--- src/rtl/bch74_pkg.sv ---
// rtl/bch74_pkg.sv - BCH(7,4) code constants, FSM state type and helper functions
//
// Shared by the serial decoder, the syndrome corrector and reference models.
// Bit positions are codeword positions: c[6:3] = data, c[2:0] = parity.

package bch74_pkg;

  localparam int N = 7;
  localparam int K = 4;
  localparam int R = 3;

  // H column {s2,s1,s0} contributed by codeword bit c[p]; index = p.
  localparam logic [N-1:0][R-1:0] H_COL = {
    3'b110,  // c6
    3'b101,  // c5
    3'b011,  // c4
    3'b111,  // c3
    3'b100,  // c2
    3'b010,  // c1
    3'b001   // c0
  };

  typedef enum logic {
    IDLE  = 1'b0,
    SHIFT = 1'b1
  } state_t;

  // Position of the single flipped bit for a nonzero syndrome; 7 means "none".
  function automatic logic [2:0] syn_to_pos(input logic [R-1:0] syn);
    logic [2:0] pos;
    case (syn)
      3'b110:  pos = 3'd6;
      3'b101:  pos = 3'd5;
      3'b011:  pos = 3'd4;
      3'b111:  pos = 3'd3;
      3'b100:  pos = 3'd2;
      3'b010:  pos = 3'd1;
      3'b001:  pos = 3'd0;
      default: pos = 3'd7;
    endcase
    return pos;
  endfunction

  // Full-word syndrome, for parallel users of the corrector.
  function automatic logic [R-1:0] syndrome(input logic [N-1:0] c);
    logic [R-1:0] s;
    s = '0;
    for (int p = 0; p < N; p++) begin
      if (c[p]) s = s ^ H_COL[p];
    end
    return s;
  endfunction

  function automatic logic [N-1:0] encode(input logic [K-1:0] d);
    return {d,
            d[3] ^ d[2] ^ d[0],
            d[3] ^ d[1] ^ d[0],
            d[2] ^ d[1] ^ d[0]};
  endfunction

endpackage

--- src/rtl/bch74_syndrome_corrector.sv ---
// rtl/bch74_syndrome_corrector.sv - combinational BCH(7,4) single-error corrector
//
// Ports:
//   word            in  7  raw received codeword c[6:0]
//   syndrome        in  3  syndrome of word (serial users accumulate it on the fly,
//                          parallel users can take bch74_pkg::syndrome(word))
//   data            out 4  corrected c[6:3]
//   error_detected  out 1  syndrome nonzero
//   error_corrected out 1  a bit was flipped

module bch74_syndrome_corrector
  import bch74_pkg::*;
(
  input  logic [N-1:0] word,
  input  logic [R-1:0] syndrome,
  output logic [K-1:0] data,
  output logic         error_detected,
  output logic         error_corrected
);

  logic [2:0]   pos;
  logic [N-1:0] flip;
  logic [N-1:0] fixed;

  always_comb begin
    pos   = syn_to_pos(syndrome);
    flip  = (syndrome != '0) ? (N'(1) << pos) : '0;
    fixed = word ^ flip;
    data  = fixed[N-1:N-K];
    error_detected  = (syndrome != '0);
    // Every nonzero syndrome names a bit position, so a detection is always a correction.
    error_corrected = (syndrome != '0);
  end

endmodule

--- src/rtl/bch74_serial_decoder.sv ---
// rtl/bch74_serial_decoder.sv - bit-serial BCH(7,4) decoder with one-entry output register
//
// Optional macro BCH74_DECODER_STATS_EN adds saturating stat_* counters.
//
// Ports:
//   clk, rst_n          clock, synchronous active-low reset
//   s_valid/s_bit/s_sof serial input bit, start-of-frame marks codeword bit 0
//   s_ready             serial bit accepted this cycle
//   m_valid/m_ready     decoded word handshake
//   m_data              corrected data c[6:3]
//   m_err_detected      nonzero syndrome for this word
//   m_err_corrected     a bit was flipped for this word
//   stat_frames         (stats) words loaded into the output register
//   stat_corrected      (stats) loaded words with nonzero syndrome
//   stat_aborts         (stats) frames aborted by s_sof mid-frame
//
// Parameter MSB_FIRST: 1 = first serial bit is c[6], 0 = first serial bit is c[0].

module bch74_serial_decoder
  import bch74_pkg::*;
#(
  parameter bit MSB_FIRST = 1'b1
) (
  input  logic         clk,
  input  logic         rst_n,
  input  logic         s_valid,
  input  logic         s_bit,
  input  logic         s_sof,
  output logic         s_ready,
  output logic         m_valid,
  input  logic         m_ready,
  output logic [K-1:0] m_data,
  output logic         m_err_detected,
`ifdef BCH74_DECODER_STATS_EN
  output logic [15:0]  stat_frames,
  output logic [15:0]  stat_corrected,
  output logic [7:0]   stat_aborts,
`endif
  output logic         m_err_corrected
);

  state_t       state_q, state_d;
  logic [2:0]   bit_cnt_q, bit_cnt_d;
  logic [R-1:0] syn_q, syn_d;
  logic [N-1:0] buf_q, buf_d;

  logic         accept;
  logic         restart;
  logic         last_bit;
  logic         load;
  logic [2:0]   idx;
  logic [2:0]   pos;
  logic [N-1:0] base_buf;
  logic [R-1:0] base_syn;
  logic [N-1:0] shifted;
  logic [R-1:0] syn_acc;

  logic [K-1:0] dec_data;
  logic         dec_detected;
  logic         dec_corrected;

  // The 7th bit stalls only when the output register is full and not draining.
  assign last_bit = (state_q == SHIFT) && (bit_cnt_q == 3'd6);
  assign s_ready  = !(last_bit && m_valid && !m_ready);
  assign accept   = s_valid && s_ready;

  // A bit starts a fresh frame when it carries sof (from IDLE, or aborting SHIFT);
  // in that case accumulation starts from an empty buffer and zero syndrome.
  assign restart  = s_sof || (state_q != SHIFT);

  always_comb begin
    idx      = restart ? 3'd0 : bit_cnt_q;
    pos      = MSB_FIRST ? (3'd6 - idx) : idx;
    base_buf = restart ? '0 : buf_q;
    base_syn = restart ? '0 : syn_q;
    shifted  = MSB_FIRST ? {base_buf[N-2:0], s_bit} : {s_bit, base_buf[N-1:1]};
    syn_acc  = s_bit ? (base_syn ^ H_COL[pos]) : base_syn;
  end

  // Fed with the word and syndrome including the bit on the wire, so the result
  // is ready in the same cycle the 7th bit is accepted.
  bch74_syndrome_corrector u_corrector (
    .word            (shifted),
    .syndrome        (syn_acc),
    .data            (dec_data),
    .error_detected  (dec_detected),
    .error_corrected (dec_corrected)
  );

  always_comb begin
    state_d   = state_q;
    bit_cnt_d = bit_cnt_q;
    syn_d     = syn_q;
    buf_d     = buf_q;
    load      = 1'b0;
    case (state_q)
      IDLE: begin
        if (accept && s_sof) begin
          state_d   = SHIFT;
          bit_cnt_d = 3'd1;
          syn_d     = syn_acc;
          buf_d     = shifted;
        end
      end
      SHIFT: begin
        if (accept) begin
          if (s_sof) begin
            bit_cnt_d = 3'd1;
            syn_d     = syn_acc;
            buf_d     = shifted;
          end else if (bit_cnt_q == 3'd6) begin
            load      = 1'b1;
            state_d   = IDLE;
            bit_cnt_d = 3'd0;
            syn_d     = '0;
            buf_d     = shifted;
          end else begin
            bit_cnt_d = bit_cnt_q + 3'd1;
            syn_d     = syn_acc;
            buf_d     = shifted;
          end
        end
      end
      default: state_d = IDLE;
    endcase
  end

  always_ff @(posedge clk) begin
    if (!rst_n) begin
      state_q   <= IDLE;
      bit_cnt_q <= '0;
      syn_q     <= '0;
      buf_q     <= '0;
    end else begin
      state_q   <= state_d;
      bit_cnt_q <= bit_cnt_d;
      syn_q     <= syn_d;
      buf_q     <= buf_d;
    end
  end

  // A load in the same cycle as a drain wins, keeping m_valid high with no bubble.
  always_ff @(posedge clk) begin
    if (!rst_n) begin
      m_valid         <= 1'b0;
      m_data          <= '0;
      m_err_detected  <= 1'b0;
      m_err_corrected <= 1'b0;
    end else if (load) begin
      m_valid         <= 1'b1;
      m_data          <= dec_data;
      m_err_detected  <= dec_detected;
      m_err_corrected <= dec_corrected;
    end else if (m_ready) begin
      m_valid         <= 1'b0;
    end
  end

`ifdef BCH74_DECODER_STATS_EN
  logic abort_frame;
  assign abort_frame = (state_q == SHIFT) && accept && s_sof;

  always_ff @(posedge clk) begin
    if (!rst_n) begin
      stat_frames    <= '0;
      stat_corrected <= '0;
      stat_aborts    <= '0;
    end else begin
      if (load && (stat_frames != '1))
        stat_frames <= stat_frames + 16'd1;
      if (load && dec_detected && (stat_corrected != '1))
        stat_corrected <= stat_corrected + 16'd1;
      if (abort_frame && (stat_aborts != '1))
        stat_aborts <= stat_aborts + 8'd1;
    end
  end
`endif

endmodule

--- config.mk ---
export PLATFORM = sky130hd
export DESIGN_NAME = bch74_serial_decoder
export DESIGN_NICKNAME = d
export VERILOG_FILES = /design/src/rtl/bch74_pkg.sv /design/src/rtl/bch74_syndrome_corrector.sv /design/src/rtl/bch74_serial_decoder.sv
export SDC_FILE = /design/constraint.sdc
export NUM_CORES = 1
export LEC_CHECK = 0
export CAP_MARGIN = 40
export CORE_MARGIN = 4
export CORE_UTILIZATION = 50
export CTS_BUF_LIST = sky130_fd_sc_hd__clkbuf_8 sky130_fd_sc_hd__clkbuf_16
export DETAILED_ROUTE_END_ITERATION = 8
export PLACE_DENSITY = 0.76
export SLEW_MARGIN = 0
export SYNTH_ARGS = -nofsm -noshare
export SYNTH_HDL_FRONTEND = slang
export SYNTH_SLANG_ARGS = --single-unit
export TNS_END_PERCENT = 50
--- constraint.sdc ---
create_clock -name clk -period 7.72 [get_ports clk]
set_input_delay 0.772 -clock clk [delete_from_list [all_inputs] [get_ports clk]]
set_output_delay 0.772 -clock clk [all_outputs]
set_load 0.005 [all_outputs]
# --- Word level (Yosys, flattened, before mapping) ---
# Memory sizes are Yosys's and may differ from the RTL's.
# Cells that the tools add are included.
word_totals:
  reg_bits: 19
  input_bits: 6
  romBits: 24
  n_memories: 1
memory_table:
  columns: ["name", "words", "width", "read_ports", "rd_ports_with_merged_regs", "write_ports", "line_no", "source"]
  rows:
  - ["(name not given)", 8, 3, 1, 0, 0, "bch74_serial_decoder.sv:77", "syn_acc = s_bit ? (base_syn ^ H_COL[pos]) : base_syn;"]
op_classes:
  n_reduce_logical: 11
  order_cmp: 1
  addsub: 2
  bitwise_logic: 3
  shifts: 1
  n_eq_ne: 10
  mux: 31
op_table:
  columns: ["op", "count"]
  rows:
  - ["$mux 3", 12]
  - ["$pmux 3 s7", 1]
  - ["$mux 6", 3]
  - ["$eq 3x3->1 const B", 5]
  - ["$pmux 3 s2", 2]
  - ["$pmux 6 s2", 1]
  - ["$mux 1", 10]
  - ["$mux 7", 1]
  - ["$shl 1x3->7 const A", 1]
  - ["$xor 7x7->7", 1]
  - ["$eq 3x2->1 const B", 2]
  - ["$logic_and 1x1->1", 5]
  - ["$lt 3x4->1 const B", 1]
  - ["$ne 2x1->1 const B", 2]
  - ["$add 3x1->3 const B", 1]
  - ["$eq 3x1->1 const B", 1]
  - ["$reduce_bool 3->1", 1]
  - ["$sub 3x3->3 const A", 1]
  - ["$xor 3x3->3", 1]
  - ["$logic_not 1->1", 2]
  - ["$pmux 1 s2", 1]
  - ["$reduce_and 2->1", 1]
  - ["$reduce_bool 2->1", 1]
  - ["$logic_or 1x1->1", 1]
  - ["$not 1->1", 1]

# --- Depth between registers and ports, before layout ---
logic_depth:
  depth_word: 13
  mapped_depth: 11

# --- Cells and area by module ---
# A second synthesis with hierarchy kept.
hier_totals:
  hier_cells: 123
  hier_area_um2: 1151.1
by_module_without_submodules:
  columns: ["mod", "seq_area_each_um2", "area_per_inst_um2", "n_inst", "cells_per_inst"]
  rows:
  - ["bch74_serial_decoder", 400.4, 1074.8, 1, 113]
  - ["bch74_syndrome_corrector", 0.0, 76.3, 1, 10]

# --- Worst setup path before layout ---
# OpenSTA, ideal clock, no wires.
synth_timing:
  path_kind: "in2reg"
  startpoint: "input port s_sof"
  endpoint: "register m_data[1]"
  setup_ps: 91
  arrival_ps: 3012
  path_stages: 11
  path_slack_ps: 4617
  path_cell_list: "nor2b_1 -> clkbuf_1 -> nand2_1 -> ha_1 -> inv_1 -> a2111oi_0 -> or3_1 -> or2_1 -> buf_6 -> a2111o_1 -> a311oi_1"
synth_between:
  elab_chain_cells: 12
synth_rtl:
  columns: ["item", "line_no", "source"]
  rows:
  - ["from (decl)", "bch74_serial_decoder.sv:28", "input logic s_sof,"]
  - ["$logic_or 1x1->1", "bch74_serial_decoder.sv:69", "assign restart = s_sof || (state_q != SHIFT);"]
  - ["$mux 3", "bch74_serial_decoder.sv:72", "idx = restart ? 3'd0 : bit_cnt_q;"]
  - ["$sub 3x3->3", "bch74_serial_decoder.sv:73", "pos = MSB_FIRST ? (3'd6 - idx) : idx;"]
  - ["$mem_v2 8x3", null, null]
  - ["$mux 3 (not written as such)", "bch74_serial_decoder.sv:77", null]
  - ["$xor 3x3->3", "bch74_serial_decoder.sv:77", null]
  - ["$mux 3", "bch74_serial_decoder.sv:77", null]
  - ["$eq 3x1->1 (tied with other cells)", "bch74_pkg.sv:31", "case (syn)"]
  - ["$pmux 3 s7", "bch74_pkg.sv:31", null]
  - ["$shl 1x3->7", "bch74_syndrome_corrector.sv:27", "flip = (syndrome != '0) ? (N'(1) << pos) : '0;"]
  - ["$mux 7", "bch74_syndrome_corrector.sv:27", null]
  - ["$xor 7x7->7", "bch74_syndrome_corrector.sv:28", "fixed = word ^ flip;"]
  - ["to (signal assigned)", "bch74_serial_decoder.sv:151", "m_data <= dec_data;"]
  - ["to (decl)", "bch74_serial_decoder.sv:32", "output logic [K-1:0] m_data,"]
# Several ways; a longest one is shown, not always the timed one. The select of a mux whose other input is x is not followed.
# A chain may end at the register's enable or synchronous reset.

# --- Worst setup path in the final report ---
# Ends and elaborated chain as after synthesis.

==> out/metrics.cfg <==
[critical_path]
worstSetupStartpoint = s_sof
cp-endpoint = m_data[1]$_SDFFE_PN0P_
ff2ff_setup_slack_ns = 4.57
cpPeakStageDelay_ns = 0.66
endpoint_kind = flip-flop
path_cells = clkdlybuf4s50_1 -> nor2b_1 -> nand2_1 -> ha_1 -> inv_1 -> a2111oi_0 -> or3_1 -> or2_1 -> a2111o_1 -> a311oi_1
r2r_end = m_data[1]$_SDFFE_PN0P_
start_kind = input port
worstPathMaxFanout = 13
r2r_cells = 9
arrival_ns = 3.86
critPathKind = in -> reg
critPathRequiredTime_ns = 7.87
critical_path.slowest_cell = nor2b_1
rr_startpoint = state_q$_SDFF_PN0_

[timing]
clock.fmax_ghz = 0.2698
slew_violations = 0
setup_violations = 0
fin_crit_sh_pct = 48.01
slew_headroom_pct = 45.86
final.setup.tns_ns = 0
worst_slew_pin_slew_ns = 0.8104
rsz0062_at_grt = no
fin_skew_ns = 0.007128
hold_viol = 0
period_minus_slack_ns = 3.707

[power_and_ir_drop]
p_comb_share_pct = 11.8
p_int_mw = 0.1448
total_power_mw = 0.1926
p_switching_mw = 0.04777
leakage_nw = 0.4174
power.density_mw_per_mm2 = 155.9
seq_power_share_pct = 53.2
ir_drop_mv = 0.09159
swShare_pct = 24.81
clkPwrFrac_pct = 34.9

[flow_run]
cap_violations = 0

[yosys]
synth_most_common_cell = nor2_1
synth_area_per_cell_um2 = 8.090
ys_top_cells_by_area = dfxtp_1, nor2_1, a22oi_1
synth_simple_gate_area_share_pct = 27.39
synth_edf_count = 0
synth_adder_area_share_pct = 1.181
seq_area_frac_synth_pct = 35.89
yosys.area.top_type = dfxtp_1
ys_warn_count = 0
synth_area_mm2 = 0.001060
synth_nets = 138
ys_types = 45
synth_xor_area_share_pct = 2.479
synth_compound_area_share_pct = 24.68
synth_top_family_by_area = simple AND/OR/NAND/NOR gates
async_flop_share_pct = 0
ys.flop_type = dfxtp_1
synth_top_area_share_pct = 35.89
synth_cells = 131
synth.mux.area_fraction_pct = 2.952
ys_seq_elements = 19
yosys-top-cells-count = nor2_1, dfxtp_1, nand2_1, a22oi_1

[global_route]
antenna_found_initial = 0
grt_overflow_total = 0
grt_max_degree = 18
grt_pass1_vias = 856
groute.usage.overall_pct = 16.90
grt_pass1_wl_mm = 3.657

[layout]
drive_above_1_share_pct = 8.511
finalNetCount = 149
antennaDiodeCount = 0
design_area_mm2 = 0.001235
instances_no_fill = 168
area_growth_pct = 16.53
fillers = 159

[cts]
cts_tree = yes
clkTransAtPathRegs_ns = 0.07
htreeDepth = 1
clock_latency_ns = 0.25
clockBufferDepth = 2
cts.sink_count = 19
cts-root-buf = clkbuf_8
cts_setup_buffers = 0
hold_buffers = 0
cts_resized = 0
cts_made_buffers = 3

[floorplanning]
io-pin-count = 14
rows = 16
dieArea_mm2 = 0.002920
die_w_um = 54.04
initial_core_util_pct = 53.47
core_region_area_mm2 = 0.001982
die_h_um = 54.04

[route]
drt_iter0_drc = 30
viasPerCell = 5.887
wl_mm = 2.262
drc_errors = 0
drtPass1Iterations = 4
routedWlPerCell_um = 13.46
vias = 989
drtAntennaViolNets = 0

[placement]
place_area_mm2 = 0.001190
dp_cells = 164
dp_hpwl_mm = 1.653
io_buffers = 13
gp_congestion = 0.8173

[worst_hold_path]
hold_path_class = reg -> reg

[status]
status = finished, final reports clean

## sequential cells by signal, summed over array words and instances (netlist names)
register and count:
m_err_corrected 1, state_q 1, m_data 4, syn_q 3, buf_q 6, bit_cnt_q 3, m_valid 1
## placed cells by master (no fill, tap or decap), drive strengths merged, types with 2 or more instances in the layout
cell,synthesis,routed
nand2b,3,3
buf,3,2
clkbuf,6,3
nor2,20,20
or2,3,3
clkdlybuf4s50,0,13
a211oi,3,3
a21oi,5,5
xnor2,2,2
a2111oi,2,2
nand2,10,10
a22oi,7,7
o21ai,7,7
dfxtp,19,19
o311ai,2,2
a311oi,2,2
mux2i,2,2
nor3,6,6
a2111o,2,2
inv,2,3
nor2b,4,4
## cell type report
class	count	area, um^2	area share, %
Multi-Input combinational cell	100	621.8	50.35
Sequential cell	19	380.4	30.80
Timing Repair Buffer	15	142.6	11.55
Clock buffer	3	41.29	3.343
Tap cell	27	33.78	2.736
Inverter	3	11.26	0.9119
Clock inverter	1	3.754	0.3040
## through the flow
step	setup slack [ns]	utilization [%]	hold WS [ns]
after floorplan	4.617	-	0.4647
after global placement	3.922	59.41	0.4837
after detailed placement	3.836	60.04	0.4922
after CTS	4.044	62.31	0.5019
after global routing	3.788	62.31	0.5192
final	4.013	62.31	0.4962
## layer usage
layer	vias to the layer above	routed length [um]	GRT usage, %
li1	498	-	-
met1	452	1076	22.05
met2	33	1005	28.43
met3	6	147	3.324
met4	0	33	4.149
met5	-	0	0
## critical path, delay by kind of cell
kind	cells	cell delay, ns
AND/OR/NAND/NOR	4	1.53
adder cells (fa/ha/maj)	1	0.35
buffers and inverters	2	0.53
AO/OA/AOI/OAI	3	0.66
## power groups by stage
stage	sequential (mW)	clock [mW]	combinational [mW]
after global placement	0.105	0	0.0213
final	0.103	0.0673	0.0228
after CTS	0.102	0.0683	0.0225
after global routing	0.103	0.0736	0.0246
after detailed placement	0.105	0	0.0223
after floorplan	0.104	0	0.0177
## cells by family (layout without fill, tap and decap cells)
group,count (synthesis),in the layout
DFF,19,19
AOI/OAI and AO/OA,36,36
muxes,3,3
adders and majority gates,1,1
buffers and inverters,12,22
xor gates and xnor gates,3,3
and+or+nand+nor,57,57
## worst min-delay path by stage
stage	from	endpoint	slack (ns)	cells after the start
finish	m_data[2]$_SDFFE_PN0P_	m_data[2]$_SDFFE_PN0P_	0.50	2
global route	m_data[0]$_SDFFE_PN0P_	m_data[0]$_SDFFE_PN0P_	0.52	2
CTS	m_data[2]$_SDFFE_PN0P_	m_data[2]$_SDFFE_PN0P_	0.50	2
detailed placement	buf_q[0]$_SDFFE_PN0P_	buf_q[0]$_SDFFE_PN0P_	0.49	2
global placement	buf_q[0]$_SDFFE_PN0P_	buf_q[0]$_SDFFE_PN0P_	0.48	2
floorplan	buf_q[0]$_SDFFE_PN0P_	buf_q[0]$_SDFFE_PN0P_	0.46	2
Power figures use the tool's default switching activity.
